--- src/rtl/regfile_access_seq_pkg.sv ---
// Shared types for the register-file access sequencer: FSM states, default widths
// and the latched instruction fields.
package regfile_access_seq_pkg;

  localparam int DATA_WIDTH_DEF    = 32;
  localparam int ADDRESS_WIDTH_DEF = 12;

  typedef enum logic [2:0] {
    IDLE     = 3'd0,
    READ     = 3'd1,
    ISSUE    = 3'd2,
    WAIT_RES = 3'd3,
    WRITE    = 3'd4
  } state_t;

  typedef struct packed {
    logic [ADDRESS_WIDTH_DEF-1:0] rs1;
    logic [ADDRESS_WIDTH_DEF-1:0] rs2;
    logic [ADDRESS_WIDTH_DEF-1:0] rd;
    logic                         use_rs2;
    logic                         wb;
  } instr_fields_t;

endpackage

--- src/rtl/regfile_access_seq.sv ---
// Sequences one instruction through RF read, ALU handshake and RF write-back; 5 cycles min with wb, 3 without.
// Stalls in ISSUE until op_ready and in WAIT_RES until res_valid; instr_valid is ignored while busy.
module regfile_access_seq
  import regfile_access_seq_pkg::*;
#(
  parameter int DATA_WIDTH    = DATA_WIDTH_DEF,
  parameter int ADDRESS_WIDTH = ADDRESS_WIDTH_DEF
) (
  input  logic                     clk,
  input  logic                     reset,
  input  logic                     instr_valid,
  output logic                     instr_ready,
  input  logic [ADDRESS_WIDTH-1:0] instr_rs1,
  input  logic [ADDRESS_WIDTH-1:0] instr_rs2,
  input  logic [ADDRESS_WIDTH-1:0] instr_rd,
  input  logic                     instr_use_rs2,
  input  logic                     instr_wb,
  output logic                     op_valid,
  input  logic                     op_ready,
  output logic [DATA_WIDTH-1:0]    op_a,
  output logic [DATA_WIDTH-1:0]    op_b,
  input  logic                     res_valid,
  output logic                     res_ready,
  input  logic [DATA_WIDTH-1:0]    res_data,
  output logic                     rf_r_en_one,
  output logic                     rf_r_en_two,
  output logic [ADDRESS_WIDTH-1:0] rf_r_adrs_one,
  output logic [ADDRESS_WIDTH-1:0] rf_r_adrs_two,
  input  logic [DATA_WIDTH-1:0]    rf_r_data_one,
  input  logic [DATA_WIDTH-1:0]    rf_r_data_two,
  output logic                     rf_w_en,
  output logic [ADDRESS_WIDTH-1:0] rf_w_adrs,
  output logic [DATA_WIDTH-1:0]    rf_w_data,
  output logic                     busy
);

  state_t                r_state;
  instr_fields_t         r_instr;
  logic [DATA_WIDTH-1:0] r_op_a;
  logic [DATA_WIDTH-1:0] r_op_b;
  logic [DATA_WIDTH-1:0] r_res;
  logic                  r_instr_ready;
  logic                  r_busy;
  logic                  r_op_valid;
  logic                  r_res_ready;
  logic                  r_rf_r_en_one;
  logic                  r_rf_r_en_two;
  logic                  r_rf_w_en;

  // Every output is a flop, so the RF sees nothing change around its negedge sample.
  always_ff @(posedge clk or posedge reset) begin
    if (reset) begin
      r_state       <= IDLE;
      r_instr       <= '0;
      r_op_a        <= '0;
      r_op_b        <= '0;
      r_res         <= '0;
      r_instr_ready <= 1'b1;
      r_busy        <= 1'b0;
      r_op_valid    <= 1'b0;
      r_res_ready   <= 1'b0;
      r_rf_r_en_one <= 1'b0;
      r_rf_r_en_two <= 1'b0;
      r_rf_w_en     <= 1'b0;
    end else begin
      case (r_state)
        IDLE: begin
          if (instr_valid) begin
            r_instr       <= '{rs1: instr_rs1, rs2: instr_rs2, rd: instr_rd,
                               use_rs2: instr_use_rs2, wb: instr_wb};
            r_instr_ready <= 1'b0;
            r_busy        <= 1'b1;
            r_rf_r_en_one <= 1'b1;
            r_rf_r_en_two <= instr_use_rs2;
            r_state       <= READ;
          end
        end
        READ: begin
          r_op_a        <= rf_r_data_one;
          r_op_b        <= r_instr.use_rs2 ? rf_r_data_two : '0;
          r_rf_r_en_one <= 1'b0;
          r_rf_r_en_two <= 1'b0;
          r_op_valid    <= 1'b1;
          r_state       <= ISSUE;
        end
        ISSUE: begin
          if (op_ready) begin
            r_op_valid <= 1'b0;
            if (r_instr.wb) begin
              r_res_ready <= 1'b1;
              r_state     <= WAIT_RES;
            end else begin
              r_instr_ready <= 1'b1;
              r_busy        <= 1'b0;
              r_state       <= IDLE;
            end
          end
        end
        WAIT_RES: begin
          if (res_valid) begin
            r_res       <= res_data;
            r_res_ready <= 1'b0;
            r_rf_w_en   <= 1'b1;
            r_state     <= WRITE;
          end
        end
        WRITE: begin
          r_rf_w_en     <= 1'b0;
          r_instr_ready <= 1'b1;
          r_busy        <= 1'b0;
          r_state       <= IDLE;
        end
        default: begin
          r_op_valid    <= 1'b0;
          r_res_ready   <= 1'b0;
          r_rf_r_en_one <= 1'b0;
          r_rf_r_en_two <= 1'b0;
          r_rf_w_en     <= 1'b0;
          r_instr_ready <= 1'b1;
          r_busy        <= 1'b0;
          r_state       <= IDLE;
        end
      endcase
    end
  end

  assign instr_ready   = r_instr_ready;
  assign busy          = r_busy;
  assign op_valid      = r_op_valid;
  assign op_a          = r_op_a;
  assign op_b          = r_op_b;
  assign res_ready     = r_res_ready;
  assign rf_r_en_one   = r_rf_r_en_one;
  assign rf_r_en_two   = r_rf_r_en_two;
  assign rf_r_adrs_one = r_instr.rs1;
  assign rf_r_adrs_two = r_instr.rs2;
  assign rf_w_en       = r_rf_w_en;
  assign rf_w_adrs     = r_instr.rd;
  assign rf_w_data     = r_res;

endmodule

--- config.mk ---
export PLATFORM = sky130hd
export DESIGN_NAME = regfile_access_seq
export DESIGN_NICKNAME = d
export VERILOG_FILES = /design/src/rtl/regfile_access_seq_pkg.sv /design/src/rtl/regfile_access_seq.sv
export SDC_FILE = /design/constraint.sdc
export NUM_CORES = 1
export LEC_CHECK = 0
export ABC_CLOCK_PERIOD_IN_PS = 8800
export CORE_UTILIZATION = 38
export CTS_CLUSTER_SIZE = 30
export DETAILED_ROUTE_END_ITERATION = 6
export PLACE_DENSITY = 0.87
export SYNTH_ARGS = -nofsm -noshare
export SYNTH_HDL_FRONTEND = slang
export SYNTH_SLANG_ARGS = --single-unit
export TNS_END_PERCENT = 50
--- constraint.sdc ---
create_clock -name clk -period 8.8 [get_ports clk]
set_input_delay 1.76 -clock clk [delete_from_list [all_inputs] [get_ports clk]]
set_output_delay 1.76 -clock clk [all_outputs]
set_load 0.02 [all_outputs]
==> results of run 1 <==
[per-layer routing]
metal	global-route usage, %	up-vias	wire length [µm]
met1	20.59	1941	5632
met3	5.947	21	951
met2	29.64	161	6992
met5	0	-	0
met4	8.263	0	271
li1	-	1932	-
[placed cells by master (no fill, tap or decap), drive strengths merged, types with 2 or more instances in the layout]
cell	count
a21o	2
a21oi	3
buf	4
bufinv	4
clkbuf	22
clkdlybuf4s50	277
clkinv	3
clkinvlp	3
dfrtp	143
inv	5
mux2	102
nand2	66
nand2b	4
nor2	5
nor3	2
o21ai	34
[final timing paths]
check / to / depth (start not counted)
max in group asynchronous: op_a[24] / 3
worst max register to register: rf_r_adrs_two[10] / 4
worst min-delay path: rf_w_en / 1
worst max-delay path: rf_r_adrs_two[10] / 5
worst min register to register: rf_w_en / 1
min in group asynchronous: rf_r_adrs_two[8] / 2
[per-stage QoR]
step | setup WS (ns) | instances
3_3_place_gp | 4.809 | 848
6_report | 5.156 | 880
2_1_floorplan | 3.175 | 440
3_5_place_dp | 4.711 | 848
4_1_cts | 5.165 | 880
5_1_grt | 4.956 | 880
[sequential cells by signal (all words and copies together), names as in the netlist, 2 cells and up]
signal and flops:
op_b 32, op_a 32, rf_r_adrs_two 12, rf_w_adrs 12, rf_r_adrs_one 12, rf_w_data 32
r_instr 2, r_state 3
[area by class of cell]
type                       count  share of cell area [%]
multi-input combinational    230                   20.44
clock inverter                10                   1.761
timing repair buffer         281                   30.58
clock buffer                  22                   5.065
tap                          188                   2.567
sequential                   144                   39.33
inverter                       5                  0.2594
[where the power goes]
part | total (mW) | switching, mW | internal [mW]
registers | 1.21 | 0.211 | 0.996
logic | 1.75 | 0.809 | 0.943
clock network | 0.753 | 0.264 | 0.489
[cell families (layout without fill, tap and decap cells)]
family / Yosys count / count (layout) / synth area share, %
flip-flops: 144 / 144 / 61.00
multiplexers: 102 / 102 / 21.47
AND/OR/NAND/NOR: 83 / 83 / 5.865
buffers and inverters: 66 / 318 / 7.432
AO/OA/AOI/OAI: 45 / 45 / 4.235
==> metrics.md, run 1 <==
| Metric | Value |
|---|---|
| I/O Buffers | 277 |
| First-pass GRT wire length | 21900 µm |
| Area of the multi-input gates | 0.001873 mm² |
| Pin count of the biggest net entering global routing | 82 |
| Hold buffer count at CTS | 0 |
| Total power | 3.712 mW |
| Post-CTS sizing | 0 |
| Setup Viol. Count Final | 0 |
| Status | finished clean |
| Worst slew margin | 29.49% |
| Clk root buf | clkbuf_16 |
| Postcts setup bufs | 0 |
| Slew Viols, Final | 0 |
| Setup CP Type | input pin to register |
| Final worst path period share | 41.41% |
| Vias | 4055 |
| Vias per inst | 4.608 |
| Post-DP HPWL | 10000 µm |
| Clock Path Buffers | 2 |
| Cell leakage power | 3.964 nW |
| Area grow syn2layout | 55.09% |
| Maximum VDD drop | 0.1857 mV |
| Cell Rows | 45 |
| Fin. Hold Viols | 0 |
| Cell Pwr Density | 405.0 mW/mm² |
| Max_cap viols | 0 |
| Height of the die | 126.7 µm |
| First element of the critical path | instr_valid |
| Worst EP required | 9.08 ns |
| Crit path time final | 3.644 ns |
| CTS tree | yes |
| Share of cells above drive strength 1 | 19.65% |
| Number of synthesized flops with an enable pin | 0 |
| Post-synth top area cell | dfrtp_1 |
| Endpoint type of the worst setup path | register |
| Remaining DRCs | 0 |
| # IOs | 278 |
| Synth area leaders | dfrtp_1, mux2_2, mux2_4 |
| FF+latch area | 0.003605 mm² |
| Most instantiated cells after synthesis | dfrtp_1, mux2_2, nand2_1 |
| Core Area | 0.01520 mm² |
| Yosys top cell area share | 60.55% |
| Final TNS setup | 0 ns |
| Post-Syn Instances | 440 |
| Die ar. | 0.01605 mm² |
| Worst min-delay path startpoint | rf_w_en |
| Hold Crit Class | register to register |
| Gpl congestion | 0.7447 |
| Worst-margin pin slew | 1.058 ns |
| Sink Count | 144 |
| Routed length per instance | 15.74 µm |
| GR Util All Layers | 17.71% |
| Initial DRC count | 132 |
| Clock transition at the registers of the reported paths | 0.05 ns |
| Fillers | 1181 |
| First-pass DRT Iterations | 4 |
| Area post-placement | 0.008539 mm² |
| Net count reported at finish | 818 |
| Die width | 126.7 µm |
| GRT overflow | 0 |
| Initial core utilization | 38.87% |
| Clock skew | 0.01512 ns |
| WL final | 13850 µm |
| Sequential share of the synthesized area | 61.00% |
| Synthesized cell area | 0.005909 mm² |
| Vias in the first global route | 4313 |
| Syn_nets | 579 |
| Worst-path cell chain | clkdlybuf4s50_1, nand2b_1, nor3_2, buf_4, mux2_2 |
| ANT cells | 0 |
| WP buf/inv | 2 |
| Crit path max-delay family | buffers and inverters |
| Post-synthesis cell type count | 30 |
| Most frequent cell after synthesis | dfrtp_1 |
| Post-route ant nets | 0 |
| Total CTS buffers | 17 |
| Hold slack | 0.4821 ns |
| Cell area after layout | 0.009165 mm² |
| FF-to-FF setup slack | 6.40 ns |
| Final cell utilization of the core | 60.29% |
| Mean area per synthesized cell | 13.43 µm² |
| Fmax | 0.2744 GHz |
| H-tree levels | 4 |
| Maximum fanout along the worst path | 30 |
| CP Launch Type | input pin |
| Post-synth ARST share | 100.0% |
| Most common flop cell mapped by yosys | dfrtp_1 |
| Yosys warning count | 0 |
| RSZ-0062 raised after global routing | false |
| Arrival @ worst endpoint | 3.92 ns |
| Worst skew pair latency | 0.41 ns |
| Yosys reg bits | 144 |
| CP max-delay cell | nor3_2 |
| RR Startpoint | r_state[2] |
| Antenna violations before repair | 0 |
| Largest stage delay, worst path | 0.64 ns |
No activity file was read; power rests on OpenSTA's default activity.
==> inputs of run 2 (changes only) <==
Settings changed: ABC_CLOCK_PERIOD_IN_PS 8800 to 3400.
Clock period 8.8 ns to 3.4 ns, I/O delays scaled along.
==> metrics.md, run 2 (synthesis results as in run 1) <==
| Metric | Value |
|---|---|
| FF-to-FF End | op_a[9] |
| Comb power frac | 47.5% |
| Status | finished clean |
| Remaining DRCs | 0 |
| Slew Viols, Final | 0 |
| Inst Count DP | 849 |
| Fillers | 1158 |
| Cell leakage power | 3.965 nW |
| Fmax | 0.4375 GHz |
| Worst min-delay path startpoint | op_b[4] |
| Internal power | 6.209 mW |
| GR Util All Layers | 18.07% |
| Antenna violations before repair | 0 |
| Hold Crit Class | register to register |
| Vias in the first global route | 4355 |
| Leading cell types in the layout, fill and taps excluded | clkdlybuf4s50_1, dfrtp_1, mux2_2 |
| Gpl congestion | 0.8203 |
| H-tree levels | 4 |
| Max_cap viols | 0 |
| Worst EP required | 3.68 ns |
| Switching power | 3.364 mW |
| Postcts setup bufs | 0 |
| Sequential power share | 32.8% |
| Arrival @ worst endpoint | 2.57 ns |
| Die width | 126.7 µm |
| Non-Filler Instances | 881 |
| Maximum fanout along the worst path | 61 |
| Cell Pwr Density | 1043 mW/mm² |
| Clock transition at the registers of the reported paths | 0.06 ns |
| Sink Count | 144 |
| Vias per inst | 4.703 |
| First element of the critical path | r_state[1] |
| Final worst path period share | 67.23% |
| WL final | 14160 µm |
| Cell area after layout | 0.009176 mm² |
| Height of the die | 126.7 µm |
| RR Startpoint | r_state[1] |
| Initial core utilization | 38.87% |
| Post-DP HPWL | 10340 µm |
| Area post-placement | 0.008571 mm² |
| Die ar. | 0.01605 mm² |
| First-pass GRT wire length | 22460 µm |
| First-pass DRT Iterations | 4 |
| FF-to-FF setup slack | 1.11 ns |
| GRT overflow | 0 |
| Vias | 4143 |
| Switching portion of total power | 35.14% |
| Setup CP Type | register to register |
| Share of cells above drive strength 1 | 20.06% |
| Final TNS setup | 0 ns |
| Net count reported at finish | 819 |
| GRT Max-Usage Layer | met2 |
| Maximum VDD drop | 0.4416 mV |
| Initial DRC count | 169 |
| Worst slew margin | 31.10% |
| Crit path to | op_a[9] |
| Clock Path Buffers | 2 |
| I/O Buffers | 277 |
| R2R depth | 3 |
| Worst skew pair latency | 0.41 ns |
| Grt met2 use | 30.78% |
| Core Area | 0.01520 mm² |
| ANT cells | 0 |
| Fin worst setup slack | 1.114 ns |
| CTS tree | yes |
| Post-route ant nets | 0 |
| GRT met3 Usage | 4.808% |
| Total CTS buffers | 17 |
| Grt met1 use | 21.32% |
| Commonest non-fill, non-tap cell in the layout | clkdlybuf4s50_1 |
| RSZ-0062 raised after global routing | false |
| Hold buffer count at CTS | 0 |
| Endpoint type of the worst setup path | register |
| CP Launch Type | register |
| Area grow syn2layout | 55.28% |
| Cell Rows | 45 |
| # IOs | 278 |
| Fin. Hold Viols | 0 |
| Clock share of power | 19.7% |
| Post-CTS sizing | 0 |
| Pin count of the biggest net entering global routing | 145 |
| Worst-margin pin slew | 1.033 ns |
| Setup Viol. Count Final | 0 |
| Clk root buf | clkbuf_16 |
| Routed length per instance | 16.07 µm |
| Crit path time final | 2.286 ns |
| Clock skew | 0.006935 ns |
| Pre-CTS setup slack | 0.7676 ns |
-- run 2: changes by cell type in the layout (fill, tap and decap cells not counted), sizes merged --
| cell | before | now |
|---|---|---|
| clkinvlp | 3 | 4 |
| bufinv | 4 | 3 |
| clkbuf | 22 | 19 |
| buf | 4 | 5 |
| clkinv | 3 | 6 |
-- run 2: routing by layer --
layer  share of wire, %  vias to the layer above
li1                   -                     1936
met1                 40                     2019
met2                 52                      160
met3                5.8                       28
met4                2.7                        0
met5                  0                        -
-- run 2: power groups by stage --
stage / registers, mW / logic (mW) / clock network [mW]
after floorplan: 3.74 / 2.15 / 0
after global placement: 3.10 / 4.48 / 0
after detailed placement: 3.16 / 4.59 / 0
after CTS: 3.15 / 4.60 / 1.93
after global routing: 3.26 / 4.80 / 2.01
final: 3.14 / 4.55 / 1.89
-- run 2: through the flow --
step	utilization, %	hold WS (ns)	power, mW
2_1_floorplan	-	0.4594	5.890
3_3_place_gp	56.38	0.4665	7.576
3_5_place_dp	56.38	0.4769	7.748
4_1_cts	60.36	0.4912	9.683
5_1_grt	60.36	0.5099	10.06
6_report	60.36	0.4850	9.573
-- run 2: critical path, cell delays in order, from the launching register on --
cell and delay, ns:
dfrtp_1 0.60, or3b_4 0.75, buf_4 0.44, mux2_4 0.34
-- run 2: how the worst min path moves through the flow --
stage | end | cells after the start
detailed placement | op_b[4] | 2
global placement | busy | 1
floorplan | rf_r_adrs_one[11] | 1
global route | op_b[13] | 2
CTS | op_b[4] | 2
finish | op_b[4] | 2
-- run 2: area by class of cell --
cell class                      instances  area (µm²)  area share (%)
Clock buffer                           19       442.9           4.827
Clock inverter                         13       162.7           1.773
Inverter                                5       22.52          0.2454
Multi-Input combinational cell        230        1873           20.41
Sequential cell                       144        3605           39.28
Tap cell                              188       235.2           2.563
Timing Repair Buffer                  282        2835           30.90
==> inputs of run 3 (changes only) <==
Settings changed: ABC_CLOCK_PERIOD_IN_PS 3400 to 1900, CORE_UTILIZATION 38 to 37, PLACE_DENSITY 0.87 to 0.88.
Clock period 3.4 ns to 1.9 ns, I/O delays scaled along.
==> metrics.md, run 3 (synthesis results as in run 1) <==
| Metric | Value |
|---|---|
| Area post-placement | 0.008722 mm² |
| Setup Viol. Count Final | 0 |
| Status | finished clean |
| Fin. Hold Viols | 0 |
| First-pass GRT wire length | 22010 µm |
| Fillers | 1214 |
| Max_cap viols | 0 |
| Vias per inst | 4.570 |
| # IOs | 278 |
| Height of the die | 128.4 µm |
| Cell leakage power | 4.056 nW |
| FF-to-FF setup slack | 0.20 ns |
| Post-DP HPWL | 10570 µm |
| Initial DRC count | 195 |
| Crit path time final | 1.832 ns |
| Clock transition at the registers of the reported paths | 0.06 ns |
| Worst-path cell chain | clkdlybuf4s50_1 |
| CTS tree | yes |
| Crit path max-delay family | buffers and inverters |
| Sink Count | 144 |
| RR Startpoint | r_state[2] |
| Maximum fanout along the worst path | 4 |
| WL final | 14290 µm |
| Leading cell types in the layout, fill and taps excluded | clkdlybuf4s50_1, dfrtp_1, mux2_2 |
| Die width | 128.4 µm |
| Die ar. | 0.01648 mm² |
| Largest stage delay, worst path | 0.66 ns |
| Clock skew | 0.006219 ns |
| Pre-CTS setup slack | -0.09898 ns |
| Clock Path Buffers | 2 |
| Commonest non-fill, non-tap cell in the layout | clkdlybuf4s50_1 |
| I/O Buffers | 277 |
| Final cell utilization of the core | 60.99% |
| Worst skew pair latency | 0.41 ns |
| Routed length per instance | 15.67 µm |
| Setup CP Type | register to primary output |
| Antenna violations before repair | 1 |
| Cell Rows | 45 |
| Slew Viols, Final | 0 |
| CP max-delay cell | clkdlybuf4s50_1 |
| GR Util All Layers | 17.64% |
| Cell area after layout | 0.009375 mm² |
| Fin worst setup slack | 0.06834 ns |
| RSZ-0062 raised after global routing | false |
| Gpl congestion | 0.7159 |
| Worst EP required | 1.52 ns |
| First element of the critical path | op_valid |
| Initial core utilization | 38.45% |
| Arrival @ worst endpoint | 1.45 ns |
| Fmax | 0.5460 GHz |
| Pin count of the biggest net entering global routing | 84 |
| CP Launch Type | register |
| Endpoint type of the worst setup path | primary output |
| Vias in the first global route | 4309 |
| Total CTS buffers | 17 |
| WP buf/inv | 1 |
| Total power | 17.54 mW |
| GRT overflow | 0 |
| H-tree levels | 4 |
| Post-route ant nets | 0 |
| First-pass DRT Iterations | 4 |
| Net count reported at finish | 827 |
| Vias | 4168 |
| Area grow syn2layout | 58.65% |
| Maximum VDD drop | 1.028 mV |
| Worst slew margin | 68.79% |
| Clk root buf | clkbuf_16 |
| Remaining DRCs | 0 |
| Hold Crit Class | input pin to async pin |
| Share of cells above drive strength 1 | 20.86% |
| Core Area | 0.01537 mm² |
| Final worst path period share | 96.40% |
| Cell Pwr Density | 1871 mW/mm² |
| Worst-margin pin slew | 0.4682 ns |
-- run 3: cell types whose count changed in the layout (fill, tap and decap cells not counted), moves of 2 or more --
cell and change:
buf_12 +5, buf_4 +3, clkinv_2 -3, bufinv_16 +2
-- run 3: worst paths after layout --
path,endpoint,depth (start not counted)
min in group clk,busy,1
max,op_valid,1
min reg2reg,busy,1
min,rf_w_data[4],3
max reg2reg,rf_r_adrs_two[1],4
max in group asynchronous,op_b[29],3
-- run 3: through the flow --
stage	cells	TNS (ns)	hold WS (ns)
floorplan	440	-40.64	0.4594
global placement	880	-1.471	0.4657
detailed placement	880	-3.071	0.4746
CTS	911	0	0.4419
global route	912	0	0.4493
finish	912	0	0.4426
-- run 3: cell type report --
type | count | area (µm²) | area share, %
antenna | 1 | 2.502 | 0.02669
clock buffer | 19 | 442.9 | 4.724
clock inverter | 12 | 209.0 | 2.229
inverter | 5 | 22.52 | 0.2402
multi-input combinational | 230 | 1873 | 19.98
sequential | 144 | 3605 | 38.45
tap | 211 | 264.0 | 2.816
timing repair buffer | 290 | 2957 | 31.54
-- run 3: where the power goes --
| group | switching (mW) | internal [mW] |
|---|---|---|
| Sequential | 0.866 | 4.61 |
| Clock | 1.28 | 2.37 |
| Combinational | 3.89 | 4.52 |
-- run 3: per-layer routing --
layer  up-vias  track usage (%)  part of all wire, %
li1       1943                -                    -
met1      2040            19.74                   39
met2       164            30.49                   52
met3        21            6.403                  6.8
met4         0            7.197                  2.3
met5         -                0                    0
-- run 3: what timing repair did --
action	4_1_cts	5_1_grt
hold buffers	0	0
hold endpoints to repair	0	0
buffers inserted	0	0
resized for setup	1	0
setup endpoints to repair	1	0
